--- src/rtl/board_ctrl_if.sv ---
// Move-request and board-status bundle between the input stage and board_ctrl.
// master drives the move request, slave (board_ctrl) drives the board status.
interface board_ctrl_if;
    logic [3:0]  update_loc;
    logic [1:0]  update_val;
    logic        submit;
    logic [17:0] board;
    logic [1:0]  turn;
    logic        accept;
    logic        reject;
    logic        busy;
    logic        game_over;
    logic [1:0]  winner;

    modport master (
        output update_loc, update_val, submit,
        input  board, turn, accept, reject, busy, game_over, winner
    );

    modport slave (
        input  update_loc, update_val, submit,
        output board, turn, accept, reject, busy, game_over, winner
    );
endinterface

--- src/rtl/board_ctrl.sv ---
// Tic-tac-toe board controller: validates moves, writes the board, detects win/draw.
// Latency: accept/reject 2 clocks after the submit edge, turn/game_over/winner 3 clocks.
// Backpressure: submit edges arriving while busy are dropped, never queued.
// Optional TTT_TURN_ENFORCE_EN: also refuses a mark that is not the expected turn.
module board_ctrl (
    input  logic         clk,
    input  logic         reset,
    board_ctrl_if.slave  bus
);
    localparam logic [1:0] CELL_EMPTY = 2'b00;
    localparam logic [1:0] CELL_X     = 2'b01;
    localparam logic [1:0] CELL_O     = 2'b10;

    typedef enum logic [1:0] {IDLE, CHECK, WRITE, EVAL} state_t;

    state_t      state;
    logic        sub_q;
    logic [3:0]  loc_q;
    logic [1:0]  val_q;
    logic [17:0] board_q;
    logic [1:0]  turn_q;
    logic        accept_q;
    logic        reject_q;
    logic        busy_q;
    logic        game_over_q;
    logic [1:0]  winner_q;

    logic        sub_edge;
    logic [1:0]  target;
    logic        illegal;
    logic [1:0]  win;
    logic        full;

    function automatic logic [1:0] line3(input logic [17:0] b, input int a, input int c, input int d);
        logic [1:0] m;
        m = b[2*a +: 2];
        return ((m != CELL_EMPTY) && (b[2*c +: 2] == m) && (b[2*d +: 2] == m)) ? m : CELL_EMPTY;
    endfunction

    assign sub_edge = bus.submit & ~sub_q;

    always_comb begin
        target = CELL_EMPTY;
        for (int i = 0; i < 9; i++) begin
            if (loc_q == 4'(i)) target = board_q[2*i +: 2];
        end
        illegal = (loc_q > 4'd8) || (val_q == CELL_EMPTY) || (val_q == 2'b11) ||
                  (target != CELL_EMPTY);
`ifdef TTT_TURN_ENFORCE_EN
        if (val_q != turn_q) illegal = 1'b1;
`endif
    end

    // Evaluated on the registered board, which already holds the new mark in WRITE.
    always_comb begin
        win = CELL_EMPTY;
        if (win == CELL_EMPTY) win = line3(board_q, 0, 1, 2);
        if (win == CELL_EMPTY) win = line3(board_q, 3, 4, 5);
        if (win == CELL_EMPTY) win = line3(board_q, 6, 7, 8);
        if (win == CELL_EMPTY) win = line3(board_q, 0, 3, 6);
        if (win == CELL_EMPTY) win = line3(board_q, 1, 4, 7);
        if (win == CELL_EMPTY) win = line3(board_q, 2, 5, 8);
        if (win == CELL_EMPTY) win = line3(board_q, 0, 4, 8);
        if (win == CELL_EMPTY) win = line3(board_q, 2, 4, 6);
        full = 1'b1;
        for (int i = 0; i < 9; i++) begin
            if (board_q[2*i +: 2] == CELL_EMPTY) full = 1'b0;
        end
    end

    always_ff @(posedge clk) begin
        if (reset) begin
            state       <= IDLE;
            sub_q       <= 1'b1;
            loc_q       <= '0;
            val_q       <= CELL_EMPTY;
            board_q     <= '0;
            turn_q      <= CELL_X;
            accept_q    <= 1'b0;
            reject_q    <= 1'b0;
            busy_q      <= 1'b0;
            game_over_q <= 1'b0;
            winner_q    <= CELL_EMPTY;
        end else begin
            sub_q    <= bus.submit;
            accept_q <= 1'b0;
            reject_q <= 1'b0;
            case (state)
                IDLE: begin
                    // busy_q still high here only for the reject-pulse cycle.
                    busy_q <= 1'b0;
                    if (sub_edge && !busy_q) begin
                        if (game_over_q) begin
                            reject_q <= 1'b1;
                        end else begin
                            loc_q  <= bus.update_loc;
                            val_q  <= bus.update_val;
                            busy_q <= 1'b1;
                            state  <= CHECK;
                        end
                    end
                end
                CHECK: begin
                    if (illegal) begin
                        reject_q <= 1'b1;
                        state    <= IDLE;
                    end else begin
                        board_q  <= board_q | ({16'b0, val_q} << {loc_q, 1'b0});
                        accept_q <= 1'b1;
                        state    <= WRITE;
                    end
                end
                WRITE: begin
                    if (win != CELL_EMPTY) begin
                        winner_q    <= win;
                        game_over_q <= 1'b1;
                    end else if (full) begin
                        winner_q    <= CELL_EMPTY;
                        game_over_q <= 1'b1;
                    end else begin
                        turn_q <= (val_q == CELL_X) ? CELL_O : CELL_X;
                    end
                    state <= EVAL;
                end
                EVAL: begin
                    busy_q <= 1'b0;
                    state  <= IDLE;
                end
                default: state <= IDLE;
            endcase
        end
    end

    assign bus.board     = board_q;
    assign bus.turn      = turn_q;
    assign bus.accept    = accept_q;
    assign bus.reject    = reject_q;
    assign bus.busy      = busy_q;
    assign bus.game_over = game_over_q;
    assign bus.winner    = winner_q;
endmodule

--- src/flat_wrapper.sv ---
// flat-port wrapper written by rule: the top's interface ports become plain ports
module board_ctrl_flat 
  (clk, reset, bus_update_loc, bus_update_val, bus_submit, bus_board, bus_turn, bus_accept, bus_reject, bus_busy, bus_game_over, bus_winner);
  board_ctrl_if bus_i ();
  input  logic clk;
  input  logic reset;
  input wire logic [$bits(bus_i.update_loc)-1:0] bus_update_loc;
  input wire logic [$bits(bus_i.update_val)-1:0] bus_update_val;
  input wire logic [$bits(bus_i.submit)-1:0] bus_submit;
  output wire logic [$bits(bus_i.board)-1:0] bus_board;
  output wire logic [$bits(bus_i.turn)-1:0] bus_turn;
  output wire logic [$bits(bus_i.accept)-1:0] bus_accept;
  output wire logic [$bits(bus_i.reject)-1:0] bus_reject;
  output wire logic [$bits(bus_i.busy)-1:0] bus_busy;
  output wire logic [$bits(bus_i.game_over)-1:0] bus_game_over;
  output wire logic [$bits(bus_i.winner)-1:0] bus_winner;
  assign bus_i.update_loc = bus_update_loc;
  assign bus_i.update_val = bus_update_val;
  assign bus_i.submit = bus_submit;
  assign bus_board = bus_i.board;
  assign bus_turn = bus_i.turn;
  assign bus_accept = bus_i.accept;
  assign bus_reject = bus_i.reject;
  assign bus_busy = bus_i.busy;
  assign bus_game_over = bus_i.game_over;
  assign bus_winner = bus_i.winner;
  board_ctrl u_core (.clk(clk), .reset(reset), .bus(bus_i));
endmodule
--- config.mk ---
export PLATFORM = sky130hd
export DESIGN_NAME = board_ctrl_flat
export DESIGN_NICKNAME = d
export VERILOG_FILES = /design/src/rtl/board_ctrl_if.sv /design/src/rtl/board_ctrl.sv /design/src/flat_wrapper.sv
export SDC_FILE = /design/constraint.sdc
export NUM_CORES = 1
export LEC_CHECK = 0
export ABC_CLOCK_PERIOD_IN_PS = 2900
export BUFFER_PORTS_ARGS = -buffer_cell sky130_fd_sc_hd__buf_2
export CORE_MARGIN = 10
export CORE_UTILIZATION = 53
export DETAILED_ROUTE_END_ITERATION = 7
export GPL_TIMING_DRIVEN = 0
export HOLD_SLACK_MARGIN = 0.05
export PLACE_DENSITY = 0.76
export SLEW_MARGIN = 20
export SYNTH_ARGS = -nofsm -noshare
export SYNTH_HDL_FRONTEND = slang
export SYNTH_SLANG_ARGS = --single-unit
--- constraint.sdc ---
create_clock -name clk -period 2.9 [get_ports clk]
set_clock_uncertainty 0.1 [all_clocks]
set_input_delay 0.29 -clock clk [delete_from_list [all_inputs] [get_ports clk]]
set_output_delay 0.29 -clock clk [all_outputs]
set_load 0.05 [all_outputs]
==> Flow_metrics.wiki, run 1 <==
{| class="wikitable"
! Metric !! Value
|-
| Outcome || complete, no violations
|-
| Netlist Area Pre-Place || 2040 um^2
|-
| Count of flip-flops with a built-in enable after synthesis || 0
|-
| Die H || 82.1 um
|-
| Hold crit path type || in -> reg
|-
| Number of clock sinks seen by CTS || 35
|-
| Maximum number of pins on one net before global-route repair || 11
|-
| Detail Route met2 WL || between 2000 and 2500 um
|-
| Most repeated library cell on the critical path || clkbuf_1
|-
| Wire length of the first global-routing pass || around 9000 um
|-
| Critical path's slowest cell || nor3_2
|-
| Number of levels the H-tree was split into || 2
|-
| Clock slew at reported path FFs || 0.06 ns
|-
| Final Setup Violations || 0
|-
| Syn_area_per_cell || about 8.2 um^2
|-
| Share of cells above drive strength 1 || 0.235
|-
| Maximum frequency from static timing analysis || around 0.39 GHz
|-
| Skew-Pair Late Insertion Delay || 0.29 ns
|-
| Length of routed met3 wiring || ~480 um
|-
| Number of vias per cell || 6.05
|-
| Post-placement cell count || 331
|-
| Data arrival, critical path || about 2.7 ns
|-
| Largest cells by area after synthesis || dfxtp_1 34%, nor2_1 8.1%, mux2i_1 3.9%, nor3_1 3.9%, a31oi_1 3.7%
|-
| Post-Route Hold Slack || 0.137 ns
|-
| Number of synthesized register bits || 35
|-
| GRT Util Overall || 0.169
|-
| DRC viols || 0
|-
| Crit Path Max Fanout || 10
|-
| RSZ-0062 raised after global routing || false
|-
| Most frequent cells after synthesis || 44 x nor2_1, 35 x dfxtp_1, 16 x nor3_1
|-
| Final instance area || 2340 um^2
|-
| Gate count after technology mapping || 250
|-
| Standby leakage power || 0.00102 uW
|-
| TritonCTS clock tree || yes
|-
| Post-layout util || 0.636
|-
| Final Instance Count excl. Fillers || 337
|-
| Estimated wirelength of the detail-placed design || 3960 um
|-
| Detail Route Antenna Nets || 0
|-
| Critical path type || reg -> reg
|-
| Least-Margin Pin Slew || 0.669 ns
|-
| Routability cong. || 0.919
|-
| Port Buf Inserts || 33
|-
| Die width || ~82 um
|-
| Buf+Inv Stages, Crit Path || 2
|-
| Prevailing post-synth register cell || dfxtp_1
|-
| Post-Route Setup TNS || 0 ns
|-
| Area growth from synthesis to layout || 14.7%
|-
| Die ar. || 6740 um^2
|-
| Final min period || 2.58 ns
|-
| Via count of the first global-routing pass || a little under 2000
|-
| Most area-hungry cell type in the Yosys netlist || dfxtp_1
|-
| Highest layer used for signal routing || met4
|-
| Slew headroom || 0.548
|-
| Iteration-0 DRC count of the detailed router || 236
|-
| Critical path capture point type || flop
|-
| Number of search-and-repair iterations in the first detailed-routing pass || 4
|-
| Syn. warnings || 0
|-
| Sequential element share of the synthesized area || 0.343
|-
| Cells traversed along the worst timing path || clkbuf_1, clkbuf_1, o41ai_1, nand3_1, a31oi_1, nand2_1, nor3_2, a41oi_1, nor2_1
|-
| Io pins || 35
|-
| Highest ir drop seen on vdd || 0.328 mV
|-
| Post-Synthesis Net Count || 263
|-
| Final Hold Vio Count || 0
|-
| Share of the clock period used by the worst path after layout || 0.891
|-
| Wire per inst || approximately 16 um
|-
| Peak per-stage delay on the critical path || 0.45 ns
|-
| Maximum Capacitance Violations || 0
|-
| Number of placement rows || 22
|-
| CP startpoint kind || flop
|-
| Number of CTS-inserted buffers || 5
|-
| Kind of cell with the highest combined delay on the critical path || simple AND/OR/NAND/NOR gates
|-
| CTS resizes || 0
|-
| Async set or reset register ratio after synthesis || 0
|-
| CP Data Required Time || 3.02 ns
|-
| Detailed-route wire length || 5350 um
|-
| Fraction of post-synthesis cell area in the top cell type by area || 0.343
|-
| # nets final || slightly above 300
|-
| Number of buffers added for setup after CTS || 0
|-
| Areal power density over the cells || 388 nW/um^2
|-
| Number of antenna violations at the first check in global routing || 0
|-
| Layout fillers || approximately 330
|-
| Number of max-slew violations in the final report || 0
|-
| Buffer levels on the longest clock path || 2
|-
| Placeable core region || about 3700 um^2
|-
| Met1 Wirelength || 2330 um
|-
| Initial Util || 0.554
|-
| Count of inserted antenna diode cells || 0
|-
| Post-synthesis cell type count || 56
|-
| Total number of vias || around 2000
|-
| Placement Cell Area || around 2300 um^2
|-
| Most repeated cell in the gate-level netlist after synthesis || nor2_1
|-
| Clk root buf || clkbuf_8
|-
| Number of buffers inserted by hold repair at cts || 0
|-
| Total grt overflow || 0
|}
stage by stage:
step / power (uW) / setup slack [ns]
after global placement: 598 / 0.319
after floorplan: 575 / 0.209
after global routing: 943 / 0.0848
final: 909 / 0.316
after CTS: 916 / 0.289
after detailed placement: 601 / 0.324
registers in the layout, summed over array words and instances, names as in the netlist, named ones only:
name	cells
u_core.state	1
u_core.bus.game_over	1
u_core.bus.reject	1
u_core.bus.board	18
u_core.bus.busy	1
u_core.bus.turn	2
u_core.val_q	2
u_core.sub_q	1
u_core.loc_q	4
u_core.bus.accept	1
u_core.bus.winner	2
cell usage in the layout, fill, tap and decap left out, drive strengths merged, types with 2 or more instances in the layout:
cell type	count
o22ai	2
and3	11
and2	2
a41oi	6
nand3	7
nand4b	2
nor2b	2
nand2	6
o21a	5
or2	2
nor4	2
o211ai	2
a31oi	12
mux2i	8
nor4b	3
nor2	45
or3	5
o21bai	2
o21ai	10
ha	4
buf	42
a21o	2
a21oi	16
inv	3
dfxtp	35
nand2b	2
a211o	2
nand3b	2
clkbuf	17
nor3	18
worst reg2reg max path, cell delays in order, from the launching register on:
cell,delay (ns)
dfxtp_1,0.29
clkbuf_1,0.19
clkbuf_1,0.27
o41ai_1,0.32
nand3_1,0.14
a31oi_1,0.26
nand2_1,0.20
nor3_2,0.45
a41oi_1,0.19
nor2_1,0.12
worst paths after layout:
kind                            slack [ns]              endpoint                  from  cells after the start
worst max-delay path                  0.32  u_core.bus.board[15]       u_core.loc_q[0]                      9
worst min-delay path                  0.14       u_core.loc_q[2]     bus_update_loc[2]                      3
worst max register to register        0.32  u_core.bus.board[15]       u_core.loc_q[0]                      9
worst min register to register        0.41  u_core.bus.winner[0]  u_core.bus.winner[0]                      2
per-layer routing:
layer | global-route usage | vias to the layer above
li1 | - | 1001
met1 | 0.221 | 949
met2 | 0.263 | 78
met3 | 0.0400 | 11
met4 | 0.0646 | 0
met5 | 0 | -
final cells by class:
cell class,count,area (um^2),share of cell area
Buffer,20,98.8,0.0422
Clock buffer,6,72.6,0.0309
Inverter,3,11.3,0.00480
Multi-Input combinational cell,192,1240,0.527
Sequential cell,35,701,0.299
Tap cell,48,60.1,0.0256
Timing Repair Buffer,33,165,0.0704
power by group:
part	switching (uW)	internal, uW
clock	159	160
sequential	6.28	491
combinational	63.4	29.6
total	228	681
kinds of logic after synthesis:
logic type,Yosys count,synth area share
muxes,9,0.0465
AOI/OAI and AO/OA,66,0.228
buffers and inverters,23,0.0539
xor gates and xnor gates,1,0.00428
and+or+nand+nor,112,0.300
adders and majority gates,4,0.0245
DFF,35,0.343
(Power assumes the default switching activity.)
==> run 2, diff against run 1 <==
- BUFFER_PORTS_ARGS: -buffer_cell sky130_fd_sc_hd__buf_2 -> -buffer_cell sky130_fd_sc_hd__buf_4
- CORE_UTILIZATION: 53 -> 56
- PLACE_DENSITY: 0.76 -> 0.8
==> Flow_metrics.wiki, run 2 (synthesized netlist as in run 1, its figures left out) <==
{| class="wikitable"
! Metric !! Value
|-
| Destination of the critical timing path || u_core.bus.board[14]
|-
| Most common cell after layout, fill and taps aside || nor2_1
|-
| Port Buf Inserts || 33 (unchanged)
|-
| Data arrival, critical path || 2.76 ns (+0.05 ns)
|-
| Wire per inst || 16.1 um (+1.1%)
|-
| Worst R2R End || u_core.bus.board[14]
|-
| Most frequent cells in the layout || 43 x nor2_1, 35 x dfxtp_1, 33 x buf_4, 16 x nor3_1, 14 x a21oi_1
|-
| Total number of vias || 2013 (-1.3%)
|-
| Post-layout util || 0.707 (+0.0713)
|-
| Post-placement cell count || 329 (-0.60%)
|-
| Skew-Pair Late Insertion Delay || 0.29 ns (about the same)
|-
| Number of buffers inserted by hold repair at cts || 0 (unchanged)
|-
| Number of levels the H-tree was split into || 2 (unchanged)
|-
| Die width || 80.4 um (-2.1%)
|-
| Layout fillers || 298 (-8.9%)
|-
| Share of the clock period used by the worst path after layout || 0.909 (+0.0183)
|-
| Register-to-register setup slack || 0.26 ns (-0.05 ns)
|-
| Detailed-route wire length || 5410 um (+1.1%)
|-
| Number of search-and-repair iterations in the first detailed-routing pass || 4 (unchanged)
|-
| Areal power density over the cells || 383 nW/um^2 (-1.1%)
|-
| RSZ-0062 raised after global routing || false
|-
| Detail Route Antenna Nets || 0 (unchanged)
|-
| Total grt overflow || 0 (unchanged)
|-
| CP Data Required Time || 3.03 ns (about the same)
|-
| Post-Route Setup TNS || 0 ns (unchanged)
|-
| Final min period || 2.64 ns (+0.0530 ns)
|-
| Critical path type || reg -> reg
|-
| Critical path capture point type || flop
|-
| RR Startpoint || u_core.loc_q[0]
|-
| Crit Path Max Fanout || 10 (unchanged)
|-
| Number of buffers added for setup after CTS || 0 (unchanged)
|-
| Number of clock sinks seen by CTS || 35 (unchanged)
|-
| Die ar. || 6470 um^2 (-4.1%)
|-
| CTS resizes || 0 (unchanged)
|-
| Final Instance Count excl. Fillers || 337 (unchanged)
|-
| Standby leakage power || 0.00103 uW (+1.0%)
|-
| Maximum Capacitance Violations || 0 (unchanged)
|-
| CP startpoint kind || flop
|-
| TritonCTS clock tree || yes
|-
| Hold crit path type || in -> reg
|-
| Buffer levels on the longest clock path || 2 (unchanged)
|-
| DRC viols || 0 (unchanged)
|-
| Slew headroom || 0.584 (+0.0366)
|-
| Clk root buf || clkbuf_8
|-
| Number of CTS-inserted buffers || 5 (unchanged)
|-
| Iteration-0 DRC count of the detailed router || 144 (-39%)
|-
| Highest ir drop seen on vdd || 0.412 mV (+25%)
|-
| GRT Util Overall || 0.173 (+0.00468)
|-
| Area growth from synthesis to layout || 19.0%
|-
| Minimum setup slack after placement || 0.361 ns (+0.0373 ns)
|-
| Clock slew at reported path FFs || 0.06 ns (about the same)
|-
| Number of max-slew violations in the final report || 0 (unchanged)
|-
| Placement Cell Area || 2350 um^2 (+3.5%)
|-
| Worst path setup slack after routing || 0.263 ns (-0.0530 ns)
|-
| Least-Margin Pin Slew || 0.615 ns (-0.0542 ns)
|-
| Outcome || complete, no violations
|-
| Cell depth of the worst flop-to-flop path || 8 (-1)
|-
| Estimated wirelength of the detail-placed design || 3930 um (-0.79%)
|-
| Via count of the first global-routing pass || 1992 (+1.9%)
|-
| Initial Util || 0.594 (+0.0397)
|-
| Number of vias per cell || 5.97 (-1.3%)
|-
| Final instance area || 2430 um^2 (+3.8%)
|-
| Die H || 80.4 um (-2.1%)
|-
| Number of placement rows || 21 (-4.5%)
|-
| Share of cells above drive strength 1 || 0.237 (+0.00182)
|-
| Flip-flop count of the largest register, all copies and words added || 18 (unchanged)
|-
| Count of inserted antenna diode cells || 0 (unchanged)
|-
| Routability cong. || 0.902 (-1.9%)
|-
| Final Setup Violations || 0 (unchanged)
|-
| # nets final || 303 (unchanged)
|-
| Final Hold Vio Count || 0 (unchanged)
|-
| Maximum frequency from static timing analysis || 0.379 GHz (-2.0%)
|-
| Placeable core region || 3440 um^2 (-6.7%)
|-
| Number of antenna violations at the first check in global routing || 0 (unchanged)
|-
| Io pins || 35 (unchanged)
|-
| Wire length of the first global-routing pass || 9170 um (-1.0%)
|-
| Maximum number of pins on one net before global-route repair || 11 (unchanged)
|-
| Launch point of the critical path || u_core.loc_q[0]
|}
## run 2: per-stage QoR
| step | hold WS, ns | power [uW] |
|---|---|---|
| global placement | 0.393 | 604 |
| CTS | 0.115 | 939 |
| finish | 0.117 | 933 |
| floorplan | 0.297 | 575 |
| global route | 0.120 | 969 |
| detailed placement | 0.405 | 606 |
## run 2: layer usage
metal  vias up  part of all wire  global-route usage
met5         -                 0                   0
met4         0            0.0085              0.0634
met3         9             0.083              0.0612
met2        69              0.45               0.264
met1       936              0.45               0.218
li1        999                 -                   -
## run 2: how the worst min path moves through the flow
stage | cells after the start | start | end
global placement | 2 | u_core.bus.winner[1] | u_core.bus.winner[1]
floorplan | 1 | bus_submit | u_core.sub_q
global route | 2 | bus_submit | u_core.sub_q
CTS | 2 | bus_submit | u_core.sub_q
detailed placement | 2 | u_core.bus.winner[1] | u_core.bus.winner[1]
finish | 2 | bus_submit | u_core.sub_q
## run 2: worst max-delay path, stage by stage, from the launching register on
cell,delay (ns)
dfxtp_1,0.31
clkbuf_1,0.31
clkbuf_1,0.41
o311ai_0,0.20
a31oi_1,0.30
nand2_1,0.22
nor3_2,0.43
a41oi_1,0.19
nor2_1,0.11
## run 2: where the power goes
group	leakage [uW]	switching (uW)	internal (uW)
Sequential	0.000283	6.33	491
Clock	0.0000422	169	168
Combinational	0.000706	63.4	34.8
Total	0.00103	239	694
## run 2: layout make-up
cell class	instances	area (um^2)	share of cell area
well taps	46	57.6	0.0237
flip-flops and latches	35	701	0.288
plain buffers	20	98.8	0.0406
clock inverters	1	5.00	0.00206
inverters	3	11.3	0.00463
multi-input cells	192	1240	0.508
repair buffers	33	248	0.102
clock buffers	7	76.3	0.0314
